[src/rtl/lab8_sysid_arbiter.sv]
// Round-robin arbiter sharing the combinational sysid slave between two Avalon-MM read masters.
// Optional post-reset ID/timestamp boot check is enabled by defining SYSID_ARB_BOOTCHK_EN.
module lab8_sysid_arbiter #(
  parameter logic [31:0] EXP_ID = 32'd0,
  parameter logic [31:0] EXP_TS = 32'd1476553823
) (
  input  logic        clock,
  input  logic        reset_n,
  input  logic        m0_read,
  input  logic        m0_address,
  output logic        m0_waitrequest,
  output logic [31:0] m0_readdata,
  output logic        m0_readdatavalid,
  input  logic        m1_read,
  input  logic        m1_address,
  output logic        m1_waitrequest,
  output logic [31:0] m1_readdata,
  output logic        m1_readdatavalid,
  output logic        s_address,
  input  logic [31:0] s_readdata,
  output logic        boot_done,
  output logic        id_ok,
  output logic        id_mismatch
);

`ifdef SYSID_ARB_BOOTCHK_EN
  typedef enum logic [2:0] {BOOT_ID, BOOT_TS, BOOT_CHK, IDLE, BUSY, RESP} state_t;
  localparam state_t RESET_STATE = BOOT_ID;
`else
  typedef enum logic [1:0] {IDLE, BUSY, RESP} state_t;
  localparam state_t RESET_STATE = IDLE;
`endif

  state_t            state_reg, state_next;
  logic              s_address_reg, s_address_next;
  // last_grant doubles as the owner of the transfer in flight
  logic              last_grant_reg, last_grant_next;
  logic [1:0][31:0]  rdata_reg, rdata_next;
  logic [1:0]        valid_reg, valid_next;

  logic [1:0]        req;
  logic [1:0]        addr;
  logic [1:0]        wait_vec;
  logic              winner;
  logic              grant_valid;

  assign req  = {m1_read, m0_read};
  assign addr = {m1_address, m0_address};

  // Tie goes to the master that did not win last; reset_n gating keeps waitrequest high during reset.
  assign winner      = req[1] & (~req[0] | ~last_grant_reg);
  assign grant_valid = reset_n & (state_reg == IDLE) & (|req);

  genvar gi;
  generate
    for (gi = 0; gi < 2; gi++) begin : g_wait
      assign wait_vec[gi] = ~(grant_valid & (winner == 1'(gi)));
    end
  endgenerate

  assign m0_waitrequest   = wait_vec[0];
  assign m1_waitrequest   = wait_vec[1];
  assign m0_readdata      = rdata_reg[0];
  assign m1_readdata      = rdata_reg[1];
  assign m0_readdatavalid = valid_reg[0];
  assign m1_readdatavalid = valid_reg[1];
  assign s_address        = s_address_reg;

`ifdef SYSID_ARB_BOOTCHK_EN
  logic [31:0] id_q_reg, id_q_next;
  logic [31:0] ts_q_reg, ts_q_next;
  logic        boot_done_reg, boot_done_next;
  logic        id_ok_reg, id_ok_next;
  logic        id_mismatch_reg, id_mismatch_next;
  logic        match;

  assign match       = (id_q_reg == EXP_ID) && (ts_q_reg == EXP_TS);
  assign boot_done   = boot_done_reg;
  assign id_ok       = id_ok_reg;
  assign id_mismatch = id_mismatch_reg;

  always_ff @(posedge clock or negedge reset_n) begin
    if (!reset_n) begin
      id_q_reg        <= '0;
      ts_q_reg        <= '0;
      boot_done_reg   <= 1'b0;
      id_ok_reg       <= 1'b0;
      id_mismatch_reg <= 1'b0;
    end else begin
      id_q_reg        <= id_q_next;
      ts_q_reg        <= ts_q_next;
      boot_done_reg   <= boot_done_next;
      id_ok_reg       <= id_ok_next;
      id_mismatch_reg <= id_mismatch_next;
    end
  end
`else
  logic unused_cfg;

  assign unused_cfg  = ^{EXP_ID, EXP_TS};
  assign boot_done   = 1'b1;
  assign id_ok       = 1'b0;
  assign id_mismatch = 1'b0;
`endif

  always_ff @(posedge clock or negedge reset_n) begin
    if (!reset_n) begin
      state_reg      <= RESET_STATE;
      s_address_reg  <= 1'b0;
      last_grant_reg <= 1'b1;
      rdata_reg      <= '0;
      valid_reg      <= '0;
    end else begin
      state_reg      <= state_next;
      s_address_reg  <= s_address_next;
      last_grant_reg <= last_grant_next;
      rdata_reg      <= rdata_next;
      valid_reg      <= valid_next;
    end
  end

  always_comb begin
    state_next      = state_reg;
    s_address_next  = s_address_reg;
    last_grant_next = last_grant_reg;
    rdata_next      = rdata_reg;
    valid_next      = '0;
`ifdef SYSID_ARB_BOOTCHK_EN
    id_q_next        = id_q_reg;
    ts_q_next        = ts_q_reg;
    boot_done_next   = boot_done_reg;
    id_ok_next       = id_ok_reg;
    id_mismatch_next = id_mismatch_reg;
`endif
    case (state_reg)
`ifdef SYSID_ARB_BOOTCHK_EN
      BOOT_ID: begin
        id_q_next      = s_readdata;
        s_address_next = 1'b1;
        state_next     = BOOT_TS;
      end
      BOOT_TS: begin
        ts_q_next  = s_readdata;
        state_next = BOOT_CHK;
      end
      BOOT_CHK: begin
        boot_done_next   = 1'b1;
        id_ok_next       = match;
        id_mismatch_next = ~match;
        state_next       = IDLE;
      end
`endif
      IDLE: begin
        if (grant_valid) begin
          last_grant_next = winner;
          s_address_next  = addr[winner];
          state_next      = BUSY;
        end
      end
      BUSY: begin
        // Data and strobe are registered together so both appear in RESP.
        rdata_next[last_grant_reg] = s_readdata;
        valid_next[last_grant_reg] = 1'b1;
        state_next                 = RESP;
      end
      RESP: begin
        state_next = IDLE;
      end
      default: begin
        state_next = RESET_STATE;
      end
    endcase
  end

endmodule

[config.mk]
export PLATFORM = sky130hd
export DESIGN_NAME = lab8_sysid_arbiter
export DESIGN_NICKNAME = d
export VERILOG_FILES = /design/src/rtl/lab8_sysid_arbiter.sv
export SDC_FILE = /design/constraint.sdc
export NUM_CORES = 1
export LEC_CHECK = 0
export CORE_MARGIN = 3
export CORE_UTILIZATION = 39
export CTS_CLUSTER_DIAMETER = 30
export DETAILED_ROUTE_END_ITERATION = 12
export MAX_ROUTING_LAYER = met4
export PLACE_DENSITY = 0.75
export SYNTH_ARGS = -nofsm -noshare
export SYNTH_HDL_FRONTEND = slang
export SYNTH_SLANG_ARGS = --single-unit
[constraint.sdc]
create_clock -name clock -period 1.5 [get_ports clock]
set_clock_uncertainty 0.15 [all_clocks]
set_input_delay 0.3 -clock clock [delete_from_list [all_inputs] [get_ports clock]]
set_output_delay 0.3 -clock clock [all_outputs]
set_load 0.005 [all_outputs]
==> impl_metrics.tcl <==
set metrics [dict create \
    placedInstanceArea_sq_mm 0.00402 \
    final_nets 342 \
    first_pass_iters 2 \
    grt_max_degree 71 \
    finalMaxSlewViolations 0 \
    initial_core_util_pct 40.9 \
    clk_path_buf_depth 2 \
    cp-end-kind "primary output" \
    critical_path_class "flip-flop to primary output" \
    syn-cell-area_sq_mm 0.00284 \
    die_h_microns 91.4 \
    yosysWarnings 0 \
    root_buffer "clkbuf_8" \
    finalSetupViolations 67 \
    gp_congestion 0.723 \
    insertion_delay_ps 320 \
    drtIter0Drc 32 \
    power_leakage_nw 2.08 \
    violations "setup timing" \
    avgSynthCellArea_sq_um 17.5 \
    grt_overflow 0 \
    cts_buffers 9 \
    grt_pass1_vias 2018 \
    hold_viol 0 \
    powerDensity_mw_per_mm2 1760 \
    cp_max_fo 2 \
    met1_usage_pct 21.4 \
    syn_to_final_growth_pct 55.6 \
    ant_nets 0 \
    setup_tns_ps -9580 \
    grt.busiest_layer "met2" \
    final_area_sq_mm 0.00442 \
    clk_pin_slew_ps 70 \
    period_share_pct 118 \
    min_path_type "input pin to asynchronous set/reset pin" \
    outcome "finished with violations" \
    grt_pass1_wl_microns 10400 \
    wl_per_cell_microns 15.3 \
    num_vias 1832 \
    grt_use_total_pct 16.5 \
    grtUsageMet3_pct 3.89 \
    timing.hold.ws_ps 79.2 \
    die_x_microns 91.4 \
    drc 0 \
    grt_use_met2_pct 25.3 \
    fin_crit_ps 1770 \
    worstSetupStartpointType "flip-flop" \
    io_pins 110 \
    maxCapViolCount 0 \
    core_area_sq_mm 0.00694 \
    fmax_mhz 565 \
    crit_path_max_incr_delay_ps 410 \
    hold_buffers 0 \
    synth_seq_cells 70 \
    arrival_ps 1320 \
    die-area_sq_mm 0.00835 \
    critPathSlowestCell "dfrtp_1" \
    worstPathCellList "nor3b_4 > buf_4 > nand3_2 > buf_2" \
    ys_seq_area_share_pct 61.7 \
    layout_setup_ws_ps -271 \
    worst_r2r_path_depth 7 \
    num_rows 30 \
    required_ps 1050 \
    num-fill-cells 557 \
    diodes 0 \
    grt_setup_unrepaired "true" \
    routed_wl_microns 6160 \
    synth_cell_types 22 \
    numPortBuffers 106 \
    cts_tree "yes" \
    worst_pin_slew_ps 852 \
    ir_drop_v 0.000954 \
    cts.sinks 70 \
    pre_cts_ws_ps -437 \
    h-tree-depth 3 \
    dp.final_hpwl_microns 4040 \
    drive_gt1_share_pct 39.7 \
    synth_cells 162 \
    seq_area_sq_mm 0.00175 \
    antenna_found_initial 0 \
    vias_per_cell 4.55 \
    max-slew-margin-rel_pct 43.2 \
    postLayoutCoreUtil_pct 63.7 \
    multiInputGateArea_sq_um 981 \
]
## final timing paths
path                                             from                           to  slack [ps]
max in group asynchronous                     reset_n   m1_readdata[0]$_DFFE_PN0P_         570
min reg2reg                m1_readdata[3]$_DFFE_PN0P_   m1_readdata[3]$_DFFE_PN0P_         350
min in group clock         m1_readdata[3]$_DFFE_PN0P_   m1_readdata[3]$_DFFE_PN0P_         350
max                          state_reg[0]$_DFFE_PN0P_               m0_waitrequest        -270
min                                           reset_n  m1_readdata[12]$_DFFE_PN0P_          80
max reg2reg                  state_reg[1]$_DFFE_PN0P_   m0_readdata[1]$_DFFE_PN0P_        -250
## cells by family after synthesis
kind of cell,count (synthesis),share of synthesized area (%)
buffers and inverters,12,5.02
AOI/OAI and AO/OA,5,1.32
DFF,70,61.7
and+or+nand+nor,9,2.55
muxes,64,29.2
other,2,0.264
## per-stage QoR
stage                     instances  power, mW
after floorplan                 163       4.63
after global placement          366       6.77
after detailed placement        366       6.85
after CTS                       404       7.91
after global routing            403       8.29
final                           403       7.77
## power breakdown
| group | internal, mW | leakage, nW | switching [mW] |
|---|---|---|---|
| Combinational | 2.26 | 1.17 | 0.998 |
| Clock | 0.620 | 0.0800 | 0.648 |
| Sequential | 2.80 | 0.830 | 0.443 |
| Total | 5.68 | 2.08 | 2.09 |
## cell usage after synthesis, drive strengths merged
library cell  number  area [sq um]
dfstp              1          26.3
mux2              64           830
nor3b              1          12.5
nor2b              3          33.8
nand2              2          10.0
a31oi              1          6.26
nand2b             1          6.26
conb               2          7.51
buf                7          93.8
o21a               1          7.51
a21oi              1          5.00
dfrtp             69          1730
a32o               1          10.0
inv                2          7.51
nand3              2          10.0
a2bb2oi            1          8.76
clkbuf             3          41.3
## final cells by class
| class | count | area share (%) |
|---|---|---|
| Clock inverter | 4 | 0.566 |
| Inverter | 2 | 0.170 |
| Multi-Input combinational cell | 81 | 22.2 |
| Clock buffer | 10 | 3.11 |
| Sequential cell | 70 | 39.6 |
| Tap cell | 96 | 2.72 |
| Timing Repair Buffer | 140 | 31.6 |
## routing by layer
metal / up-vias / part of all wire [%]
met3: 9 / 5.4
met5: - / 0
met2: 67 / 48
li1: 843 / -
met1: 913 / 45
met4: 0 / 1.2
## critical path, delay by kind of cell (launching register included)
kind | cells | cell delay, ps
simple gates | 2 | 300
flops | 1 | 410
buf+inv | 2 | 290
## cell usage in the layout (no fill, tap or decap)
cell and n:
nor2b_1 1, buf_2 2, a2bb2oi_1 1, clkbuf_8 10
buf_16 4, nand2b_1 1, dlygate4sd2_1 67, conb_1 3
a31oi_1 1, mux2_2 35, o21a_1 1, buf_6 3
bufbuf_16 1, mux2_4 29, nor2b_4 2, clkdlybuf4s50_1 36
dfrtp_1 69, nor3b_4 1, buf_4 22, clkinv_2 2
dfstp_2 1, inv_1 2, nand2_1 1, buf_12 5
nand2_8 1, a32o_1 1, clkinvlp_4 2, a21oi_1 1
nand3_2 2
## what timing repair did
item,4_1_cts,5_1_grt
setup endpoints to repair,133,68
resized for setup,87,4
pin swaps,1,0
cloned,5,0
setup buffers,19,1
Note: power is estimated with default switching activity, not from simulation.
